**src/rtl/vector_magnitude_pkg.sv**
```systemverilog
// vector_magnitude_pkg: shared FSM state type and width helpers for the magnitude tile.
//   sum_w(w): width of x^2+y^2+z^2 for w-bit operands
//   res_w(w): width of the magnitude result
package vector_magnitude_pkg;
    typedef enum logic [1:0] {IDLE, SQUARE, ROOT, DONE} state_t;
    function automatic int sum_w(input int w);
        return 2 * w + 2;
    endfunction
    function automatic int res_w(input int w);
        return w + 1;
    endfunction
endpackage

```
**src/rtl/vector_magnitude_seq_if.sv**
```systemverilog
// vector_magnitude_seq_if: operand/result handshake bundle of the magnitude block.
//   in_valid/in_ready + in_x/in_y/in_z/in_mode3d : operand request
//   out_valid/out_ready + out_mag/out_exact      : result delivery
//   master drives operands and out_ready; slave (the block) drives the rest
interface vector_magnitude_seq_if #(parameter int WIDTH = 8);
    localparam int RW = vector_magnitude_pkg::res_w(WIDTH);
    logic             in_valid;
    logic             in_ready;
    logic [WIDTH-1:0] in_x;
    logic [WIDTH-1:0] in_y;
    logic [WIDTH-1:0] in_z;
    logic             in_mode3d;
    logic             out_valid;
    logic             out_ready;
    logic [RW-1:0]    out_mag;
    logic             out_exact;
    modport master(output in_valid, in_x, in_y, in_z, in_mode3d, out_ready,
                   input in_ready, out_valid, out_mag, out_exact);
    modport slave(input in_valid, in_x, in_y, in_z, in_mode3d, out_ready,
                  output in_ready, out_valid, out_mag, out_exact);
endinterface

```
**src/rtl/isqrt_seq.sv**
```systemverilog
// isqrt_seq: restoring digit-by-digit integer square root, one root bit per cycle, MSB first.
//   clk/rst/ena : clock, sync active-high reset, global enable
//   start       : load radicand and begin (SW/2 iterations follow)
//   radicand    : SW-bit unsigned input
//   busy/done   : iterating / one-cycle pulse after the last iteration
//   root/rem    : floor(sqrt(radicand)) and radicand - root^2
module isqrt_seq #(parameter int SW = 18) (
    input  logic            clk,
    input  logic            rst,
    input  logic            ena,
    input  logic            start,
    input  logic [SW-1:0]   radicand,
    output logic            busy,
    output logic            done,
    output logic [SW/2-1:0] root,
    output logic [SW/2:0]   rem
);
    localparam int N  = SW / 2;
    localparam int CW = $clog2(N);
    logic [SW-1:0]  r_rad;
    logic [N-1:0]   r_root;
    logic [N:0]     r_rem;
    logic [CW-1:0]  r_cnt;
    logic           r_busy;
    logic           r_done;
    logic [N+2:0]   w_acc;
    logic [N+2:0]   w_trial;
    logic [N+2:0]   w_diff;
    logic           w_ge;
    // Bring down the next radicand digit pair and try appending a 1 to the root.
    assign w_acc   = {r_rem, r_rad[SW-1 -: 2]};
    assign w_trial = {1'b0, r_root, 2'b01};
    assign w_diff  = w_acc - w_trial;
    assign w_ge    = w_acc >= w_trial;
    always_ff @(posedge clk) begin
        if (rst) begin
            r_rad  <= '0;
            r_root <= '0;
            r_rem  <= '0;
            r_cnt  <= '0;
            r_busy <= 1'b0;
            r_done <= 1'b0;
        end else if (ena) begin
            if (start) begin
                r_rad  <= radicand;
                r_root <= '0;
                r_rem  <= '0;
                r_cnt  <= CW'(N - 1);
                r_busy <= 1'b1;
                r_done <= 1'b0;
            end else if (r_busy) begin
                r_rad  <= {r_rad[SW-3:0], 2'b00};
                r_root <= {r_root[N-2:0], w_ge};
                // Remainder never exceeds 2*root, so it always fits N+1 bits.
                r_rem  <= (N+1)'(w_ge ? w_diff : w_acc);
                r_cnt  <= r_cnt - 1'b1;
                r_busy <= r_cnt != '0;
                r_done <= r_cnt == '0;
            end else begin
                r_done <= 1'b0;
            end
        end
    end
    assign busy = r_busy;
    assign done = r_done;
    assign root = r_root;
    assign rem  = r_rem;
endmodule

```
**src/rtl/vector_magnitude_seq.sv**
```systemverilog
// vector_magnitude_seq: integer sqrt(x^2+y^2[+z^2]) with handshakes, optional rounding, exactness flag.
//   clk/rst/ena : clock, sync active-high reset, global enable (0 freezes all state)
//   bus         : slave side of vector_magnitude_seq_if (operands in, magnitude out)
module vector_magnitude_seq import vector_magnitude_pkg::*; #(
    parameter int WIDTH = 8,
    parameter bit ROUND = 1'b0
) (
    input  logic                   clk,
    input  logic                   rst,
    input  logic                   ena,
    vector_magnitude_seq_if.slave  bus
);
    localparam int SW = sum_w(WIDTH);
    localparam int RW = res_w(WIDTH);
    state_t           r_state;
    state_t           w_next;
    logic [WIDTH-1:0] r_x;
    logic [WIDTH-1:0] r_y;
    logic [WIDTH-1:0] r_z;
    logic [RW-1:0]    r_mag;
    logic             r_exact;
    logic             w_start;
    logic             w_busy;
    logic             w_done;
    logic [RW-1:0]    w_root;
    logic [RW:0]      w_rem;
    logic [SW-1:0]    w_sum;
    logic             w_up;
    assign w_sum = SW'(r_x) * SW'(r_x) + SW'(r_y) * SW'(r_y) + SW'(r_z) * SW'(r_z);
    // (r+0.5)^2 = r^2 + r + 0.25, so round up exactly when the remainder exceeds r.
    assign w_up  = ROUND && (w_rem > {1'b0, w_root});
    always_comb begin
        w_next  = r_state;
        w_start = 1'b0;
        case (r_state)
            IDLE:    w_next = bus.in_valid ? SQUARE : IDLE;
            SQUARE: begin
                w_start = 1'b1;
                w_next  = ROOT;
            end
            ROOT:    w_next = (w_done && !w_busy) ? DONE : ROOT;
            DONE:    w_next = bus.out_ready ? IDLE : DONE;
            default: w_next = IDLE;
        endcase
    end
    always_ff @(posedge clk) begin
        if (rst) begin
            r_state <= IDLE;
            r_x     <= '0;
            r_y     <= '0;
            r_z     <= '0;
            r_mag   <= '0;
            r_exact <= 1'b0;
        end else if (ena) begin
            r_state <= w_next;
            if (r_state == IDLE && bus.in_valid) begin
                r_x <= bus.in_x;
                r_y <= bus.in_y;
                r_z <= bus.in_mode3d ? bus.in_z : '0;
            end
            if (r_state == ROOT && w_next == DONE) begin
                r_mag   <= w_root + RW'(w_up);
                r_exact <= w_rem == '0;
            end
        end
    end
    isqrt_seq #(.SW(SW)) u_isqrt (
        .clk      (clk),
        .rst      (rst),
        .ena      (ena),
        .start    (w_start),
        .radicand (w_sum),
        .busy     (w_busy),
        .done     (w_done),
        .root     (w_root),
        .rem      (w_rem)
    );
    assign bus.in_ready  = ena && r_state == IDLE;
    assign bus.out_valid = r_state == DONE;
    assign bus.out_mag   = r_mag;
    assign bus.out_exact = r_exact;
endmodule

```
**src/flat_wrapper.sv**
```systemverilog
// flat-port wrapper written by rule: the top's interface ports become plain ports
module vector_magnitude_seq_flat import vector_magnitude_pkg::*;
#(
    parameter int WIDTH = 8,
    parameter bit ROUND = 1'b0
)
  (clk, rst, ena, bus_in_valid, bus_in_x, bus_in_y, bus_in_z, bus_in_mode3d, bus_out_ready, bus_in_ready, bus_out_valid, bus_out_mag, bus_out_exact);
  vector_magnitude_seq_if #(.WIDTH(WIDTH)) bus_i ();
  input  logic clk;
  input  logic rst;
  input  logic ena;
  input wire logic [$bits(bus_i.in_valid)-1:0] bus_in_valid;
  input wire logic [$bits(bus_i.in_x)-1:0] bus_in_x;
  input wire logic [$bits(bus_i.in_y)-1:0] bus_in_y;
  input wire logic [$bits(bus_i.in_z)-1:0] bus_in_z;
  input wire logic [$bits(bus_i.in_mode3d)-1:0] bus_in_mode3d;
  input wire logic [$bits(bus_i.out_ready)-1:0] bus_out_ready;
  output wire logic [$bits(bus_i.in_ready)-1:0] bus_in_ready;
  output wire logic [$bits(bus_i.out_valid)-1:0] bus_out_valid;
  output wire logic [$bits(bus_i.out_mag)-1:0] bus_out_mag;
  output wire logic [$bits(bus_i.out_exact)-1:0] bus_out_exact;
  assign bus_i.in_valid = bus_in_valid;
  assign bus_i.in_x = bus_in_x;
  assign bus_i.in_y = bus_in_y;
  assign bus_i.in_z = bus_in_z;
  assign bus_i.in_mode3d = bus_in_mode3d;
  assign bus_i.out_ready = bus_out_ready;
  assign bus_in_ready = bus_i.in_ready;
  assign bus_out_valid = bus_i.out_valid;
  assign bus_out_mag = bus_i.out_mag;
  assign bus_out_exact = bus_i.out_exact;
  vector_magnitude_seq #(.WIDTH(WIDTH), .ROUND(ROUND)) u_core (.clk(clk), .rst(rst), .ena(ena), .bus(bus_i));
endmodule
```
**config.mk**
```make
export PLATFORM = sky130hd
export DESIGN_NAME = vector_magnitude_seq_flat
export DESIGN_NICKNAME = d
export VERILOG_FILES = /design/src/rtl/vector_magnitude_pkg.sv /design/src/rtl/vector_magnitude_seq_if.sv /design/src/rtl/isqrt_seq.sv /design/src/rtl/vector_magnitude_seq.sv /design/src/flat_wrapper.sv
export SDC_FILE = /design/constraint.sdc
export NUM_CORES = 1
export LEC_CHECK = 0
export ABC_AREA = 1
export ABC_CLOCK_PERIOD_IN_PS = 13600
export CAP_MARGIN = 0
export CORE_MARGIN = 1
export CORE_UTILIZATION = 30
export DETAILED_ROUTE_END_ITERATION = 12
export SETUP_SLACK_MARGIN = 0.05
export SLEW_MARGIN = 5
export SYNTH_ARGS = -nofsm -noshare
export SYNTH_HDL_FRONTEND = slang
export SYNTH_SLANG_ARGS = --single-unit
```
**constraint.sdc**
```tcl
create_clock -name clk -period 13.6 [get_ports clk]
set_input_delay 2.72 -clock clk [delete_from_list [all_inputs] [get_ports clk]]
set_output_delay 2.72 -clock clk [all_outputs]
set_load 0.01 [all_outputs]
```
==> results.sh, run 1 <==
export IMPL_wl_met2_um=10900
export IMPL_layout_common_cells="inv_1, nand2_1, fa_1"
export IMPL_final_layout_size_suffix_gt1_share_pct=3.06
export IMPL_final_core_util_pct=34.0
export IMPL_tns_ns=0
export IMPL_rr_endpoint="u_core.u_isqrt.r_rad[17]$_SDFFE_PP0P_"
export IMPL_max_stage_delay_ns=0.65
export IMPL_crit_path_end_kind="register"
export IMPL_cp_depth=32
export IMPL_crit_top_cell="fa_1"
export IMPL_synthArstFlopShare_pct=0
export IMPL_fin_nets=1587
export IMPL_fmax_mhz=123
export IMPL_via_per_inst=4.53
export IMPL_final_setup_worst_slack_ns=5.49
export IMPL_syn_inst=1331
export IMPL_relSlewSlack_pct=47.8
export IMPL_power_switching_uw=255
export IMPL_die_area_mm2=0.0334
export IMPL_cts_max_path_buffers=2
export IMPL_clock_sinks=79
export IMPL_p_seq_share_pct=36.2
export IMPL_die_x_um=183
export IMPL_wl_met1_um=10800
export IMPL_critPathTopFamily="adder cells"
export IMPL_max_cap_viol_count=0
export IMPL_hold_depth=2
export IMPL_combPwrFrac_pct=27.8
export IMPL_p_per_area_mw_per_mm2=64.5
export IMPL_synthTopCellsByArea="fa_1, dfxtp_1, ha_1"
export IMPL_finalInstanceArea_mm2=0.0109
export IMPL_min_path_type="reg -> reg"
export IMPL_power_internal_uw=445
export IMPL_rr_worst_depth=32
export IMPL_crit_start="u_core.r_y[0]$_SDFFE_PP0P_"
export IMPL_path_buf_inv=8
export IMPL_numPlacedInstances=1758
export IMPL_cts_max_level=3
export IMPL_synth_area_mm2=0.00981
export IMPL_start_util_pct=30.8
export IMPL_p_leak_uw=0.00586
export IMPL_rsz0062_at_grt="false"
export IMPL_yosys_area_top_type="fa_1"
export IMPL_maxUsedRoutingLayer="met4"
export IMPL_yosysUniqueCellTypes=42
export IMPL_power_share_clock_pct=36.0
export IMPL_die_h_um=183
export IMPL_clk_insertion_delay_late_ns=0.36
export IMPL_netlist_area_leader_share_pct=23.9
export IMPL_skew_ns=0.0132
export IMPL_yosysSeqAreaShare_pct=16.1
export IMPL_hold_viol=0
export IMPL_place_gp_congestion=0.897
export IMPL_grt_overflow_total=0
export IMPL_synth_edf_count=0
export IMPL_place_hpwl_um=18400
export IMPL_diodes=0
export IMPL_start_kind="register"
export IMPL_routedWlPerCell_um=12.8
export IMPL_status="finished, final reports clean"
export IMPL_core_mm2=0.0319
export IMPL_cts_root_buffer="clkbuf_16"
export IMPL_grt_max_degree=65
export IMPL_period_share_pct=59.6
export IMPL_setup_violations=0
export IMPL_via_count=8030
export IMPL_cts_made_buffers=9
export IMPL_grt_pass1_wl_um=39800
export IMPL_track_usage_pct=14.7
export IMPL_ys_warn_count=0
export IMPL_crit_required_ns=13.80
export IMPL_drt_iter0_drc=424
export IMPL_postCtsHoldBufs=0
export IMPL_firstDrtPassIters=5
export IMPL_fill_cells=3438
export IMPL_cts_resized=0
export IMPL_final_common_cell="inv_1"
export IMPL_cp_arrival_ns=8.30
export IMPL_vdd_drop_max_mv=0.0593
export IMPL_wl_met3_um=755
export IMPL_ant_nets=0
export IMPL_timing_rr_start="u_core.r_y[0]$_SDFFE_PP0P_"
export IMPL_placementRows=65
export IMPL_dpl_cell_area_mm2=0.0106
export IMPL_cts_tree="built"
export IMPL_synth_seq_cells=79
export IMPL_synthesis_nets=1584
export IMPL_min_to="u_core.bus.out_mag[4]$_SDFFE_PP0P_"
export IMPL_ios=42
export IMPL_antenna_found_initial=0
export IMPL_drv_slew=0
export IMPL_netSwitchingFraction_pct=36.5
export IMPL_drc=0
export IMPL_synthFlopType="dfxtp_1"
export IMPL_path_class="reg -> reg"
export IMPL_syn_to_final_growth_pct=10.6
export IMPL_max_slew_worst_pin_slew_ns=0.783
export IMPL_pre_cts_slack_ns=5.50
export IMPL_min_from="u_core.bus.out_mag[4]$_SDFFE_PP0P_"
export IMPL_crit_slowest_cell="dfxtp_1"
export IMPL_ff2ff_setup_slack_ns=5.49
export IMPL_fin_cells=1774
export IMPL_clkTransAtPathRegs_ns=0.07
export IMPL_cts_setup_buffers=0
export IMPL_grt_pass1_vias=8226
export IMPL_syn_area_per_cell_um2=7.37
export IMPL_cp_max_fo=11
export IMPL_period_needed_ns=8.11
export IMPL_portBuffers=41
export IMPL_drt_wl_total_um=22700
[sequential cells by signal, summed over array words and instances (netlist names), 2 cells and up]
name,cells
u_core.bus.out_mag,9
u_core.r_state,2
u_core.r_x,8
u_core.r_y,8
u_core.r_z,8
u_core.u_isqrt.r_cnt,4
u_core.u_isqrt.r_rad,18
u_core.u_isqrt.rem,10
u_core.u_isqrt.root,9
[how the worst max path moves through the flow]
stage | end | slack (ns)
6_report | u_core.u_isqrt.r_rad[17]$_SDFFE_PP0P_ | 5.49
3_5_place_dp | u_core.u_isqrt.r_rad[17]$_SDFFE_PP0P_ | 5.50
2_1_floorplan | u_core.u_isqrt.r_rad[17]$_SDFFE_PP0P_ | 5.83
4_1_cts | u_core.u_isqrt.r_rad[17]$_SDFFE_PP0P_ | 5.48
5_1_grt | u_core.u_isqrt.r_rad[17]$_SDFFE_PP0P_ | 4.93
3_3_place_gp | u_core.u_isqrt.r_rad[17]$_SDFFE_PP0P_ | 5.61
[worst register-to-register path: cells and delay by family, from the launching register on]
family	cells	cell delay, ns
buffers and inverters	8	0.55
and+or+nand+nor	6	0.61
adders and majority gates	12	5.32
DFF	1	0.65
xor gates and xnor gates	1	0.18
AOI/OAI and AO/OA	5	0.67
[per-layer routing]
metal	GRT usage, %	up-vias
met5	0	-
met4	3.83	0
met3	1.57	17
met2	25.5	150
met1	19.6	3842
li1	-	4021
[cells by family (layout without fill, tap and decap cells)]
family | Yosys count | in the layout | synth area share [%]
adders and majority gates | 223 | 223 | 37.4
and+or+nand+nor | 435 | 435 | 19.0
DFF | 79 | 79 | 16.1
xor gates and xnor gates | 31 | 31 | 2.77
buffers and inverters | 405 | 413 | 15.9
AOI/OAI and AO/OA | 157 | 157 | 8.72
muxes | 1 | 1 | 0.102
[metrics by stage]
step | hold slack, ns | total power, uW
after floorplan | 0.422 | 401
after global placement | 0.441 | 453
after detailed placement | 0.455 | 455
after CTS | 0.466 | 709
after global routing | 0.488 | 749
final | 0.464 | 700
[synthesized netlist by cell type (all sizes together), types with 5 or more instances]
| cell type | instances |
|---|---|
| a211oi | 5 |
| a21oi | 106 |
| buf | 15 |
| clkbuf | 38 |
| dfxtp | 79 |
| fa | 117 |
| ha | 106 |
| inv | 352 |
| nand2 | 295 |
| nand3 | 67 |
| nand4 | 19 |
| nor2 | 35 |
| nor3 | 5 |
| o21ai | 30 |
| o22ai | 8 |
| xnor2 | 11 |
| xor2 | 20 |
[power by group through the flow]
stage               clock network, uW  registers [uW]  logic (uW)
CTS                               258             254         198
detailed placement                  0             259         196
floorplan                           0             247         154
global route                      265             256         227
finish                            252             254         195
global placement                    0             259         194
[layout make-up]
| cell class | count | area [um^2] | share of cell area [%] |
|---|---|---|---|
| Sequential cell | 79 | 1580 | 14.6 |
| Multi-Input combinational cell | 847 | 6670 | 61.5 |
| Tap cell | 435 | 544 | 5.02 |
| Clock inverter | 7 | 72.6 | 0.669 |
| Timing Repair Buffer | 45 | 435 | 4.01 |
| Inverter | 352 | 1320 | 12.2 |
| Clock buffer | 9 | 225 | 2.08 |
No activity file was read; power rests on OpenSTA's default activity.
==> run 2: changes to the inputs <==
--- a/config.mk
+++ b/config.mk
@@ -6,7 +6,7 @@
 export NUM_CORES = 1
 export LEC_CHECK = 0
 export ABC_AREA = 1
-export ABC_CLOCK_PERIOD_IN_PS = 13600
+export ABC_CLOCK_PERIOD_IN_PS = 8200
 export CAP_MARGIN = 0
 export CORE_MARGIN = 1
 export CORE_UTILIZATION = 30
==> constraint.sdc (replaced) <==
create_clock -name clk -period 8.2 [get_ports clk]
set_input_delay 1.64 -clock clk [delete_from_list [all_inputs] [get_ports clk]]
set_output_delay 1.64 -clock clk [all_outputs]
set_load 0.01 [all_outputs]
==> run 2 against run 1 <==
  * Clock skew down 0.0025 ns
  * Routed wire length down 1.5%
  * Power up 65%
  * Sequential power up 64%
  * Critical path depth up 1
  * Critical endpoint unchanged
  * Largest power group unchanged
  * Highest routed layer unchanged
==> results.sh, run 2 (synthesis gave the netlist of run 1 again) <==
export IMPL_ant_nets=0
export IMPL_die_area_mm2=0.0334
export IMPL_start_kind="register"
export IMPL_die_x_um=183
export IMPL_start_util_pct=30.8
export IMPL_final_core_util_pct=34.5
export IMPL_diodes=0
export IMPL_placementRows=65
export IMPL_clock_sinks=79
export IMPL_final_setup_worst_slack_ns=0.406
export IMPL_via_count=8023
export IMPL_cts_root_buffer="clkbuf_16"
export IMPL_portBuffers=41
export IMPL_syn_to_final_growth_pct=12.2
export IMPL_max_slew_worst_pin_slew_ns=0.787
export IMPL_max_cap_viol_count=0
export IMPL_dpl_cell_area_mm2=0.0106
export IMPL_path_class="reg -> reg"
export IMPL_hold_viol=0
export IMPL_fin_cells=1787
export IMPL_fmax_mhz=128
export IMPL_grt_max_degree=65
export IMPL_firstDrtPassIters=5
export IMPL_path_buf_inv=8
export IMPL_routedWlPerCell_um=12.5
export IMPL_p_leak_uw=0.00594
export IMPL_core_mm2=0.0319
export IMPL_status="finished, final reports clean"
export IMPL_p_per_area_mw_per_mm2=105
export IMPL_cp_arrival_ns=8.07
export IMPL_crit_slowest_cell="fa_1"
export IMPL_die_h_um=183
export IMPL_setup_violations=0
export IMPL_layout_common_cells="inv_1, nand2_1, fa_1"
export IMPL_critPathTopFamily="adder cells"
export IMPL_track_usage_pct=14.4
export IMPL_rsz0062_at_grt="true"
export IMPL_crit_required_ns=8.48
export IMPL_drc=0
export IMPL_drv_slew=0
export IMPL_cts_max_level=3
export IMPL_vdd_drop_max_mv=0.101
export IMPL_drt_wl_total_um=22400
export IMPL_cts_max_path_buffers=2
export IMPL_tns_ns=0
export IMPL_via_per_inst=4.49
export IMPL_pre_cts_slack_ns=0.130
export IMPL_final_layout_size_suffix_gt1_share_pct=5.62
export IMPL_grt_overflow_total=0
export IMPL_min_path_type="reg -> reg"
export IMPL_ios=42
export IMPL_grt_pass1_wl_um=38700
export IMPL_grt_pass1_vias=8124
export IMPL_period_needed_ns=7.79
export IMPL_largest_reg_flops=18
export IMPL_clkTransAtPathRegs_ns=0.07
export IMPL_clk_insertion_delay_late_ns=0.36
export IMPL_antenna_found_initial=0
export IMPL_fin_nets=1600
export IMPL_regMostFlops="u_core.u_isqrt.r_rad"
export IMPL_max_stage_delay_ns=0.55
export IMPL_skew_ns=0.0107
export IMPL_crit_path_end_kind="register"
export IMPL_numPlacedInstances=1770
export IMPL_drt_iter0_drc=411
export IMPL_final_common_cell="inv_1"
export IMPL_cts_tree="built"
export IMPL_fill_cells=3417
export IMPL_cts_made_buffers=9
export IMPL_relSlewSlack_pct=47.6
export IMPL_period_share_pct=95.0
export IMPL_place_hpwl_um=18300
export IMPL_cp_max_fo=9
export IMPL_place_gp_congestion=0.908
export IMPL_finalInstanceArea_mm2=0.0110
export IMPL_crit_top_cell="fa_1"
run 2: changes by cell type in the layout (fill, tap and decap cells not counted), sizes merged:
cell | before | now
clkinvlp | 1 | 0
clkinv | 1 | 3
inv | 357 | 356
buf | 5 | 18
run 2: worst paths after layout:
check	from	end	slack, ns	cells after the start
setup reg to reg	u_core.r_y[0]$_SDFFE_PP0P_	u_core.u_isqrt.r_rad[17]$_SDFFE_PP0P_	0.41	33
hold / removal	u_core.u_isqrt.r_cnt[0]$_SDFFE_PP0P_	u_core.u_isqrt.r_cnt[0]$_SDFFE_PP0P_	0.45	1
setup / recovery	u_core.r_y[0]$_SDFFE_PP0P_	u_core.u_isqrt.r_rad[17]$_SDFFE_PP0P_	0.41	33
hold reg to reg	u_core.u_isqrt.r_cnt[0]$_SDFFE_PP0P_	u_core.u_isqrt.r_cnt[0]$_SDFFE_PP0P_	0.45	1
run 2: report_power, final:
part / internal, uW / switching [uW] / total (uW)
combinational: 134 / 206 / 340
clock: 211 / 191 / 403
sequential: 397 / 19.3 / 416
run 2: repair_timing:
item | in CTS | in global routing
endpoints found under the setup margin | 0 | 10
setup buffers | 0 | 1
resized for setup | 0 | 28
hold buffers | 0 | 0
run 2: area by class of cell:
| class | instances | area, um^2 | area share (%) |
|---|---|---|---|
| inverter | 352 | 1320 | 12.0 |
| multi-input combinational | 847 | 6720 | 61.0 |
| timing repair buffer | 58 | 533 | 4.84 |
| sequential | 79 | 1600 | 14.6 |
| clock buffer | 9 | 225 | 2.05 |
| tap | 435 | 544 | 4.94 |
| clock inverter | 7 | 60.1 | 0.546 |
run 2: per-stage QoR:
step | power (uW) | hold WS (ns)
after floorplan | 665 | 0.422
after global placement | 756 | 0.444
after detailed placement | 759 | 0.443
after CTS | 1170 | 0.457
after global routing | 1240 | 0.483
final | 1160 | 0.454
run 2: per-layer routing:
layer,vias to the layer above,GRT usage (%),wire length [um]
met5,-,0,0
met4,0,5.37,548
met3,27,1.89,805
met2,133,24.0,10400
met1,3815,19.0,10700
li1,4048,-,-
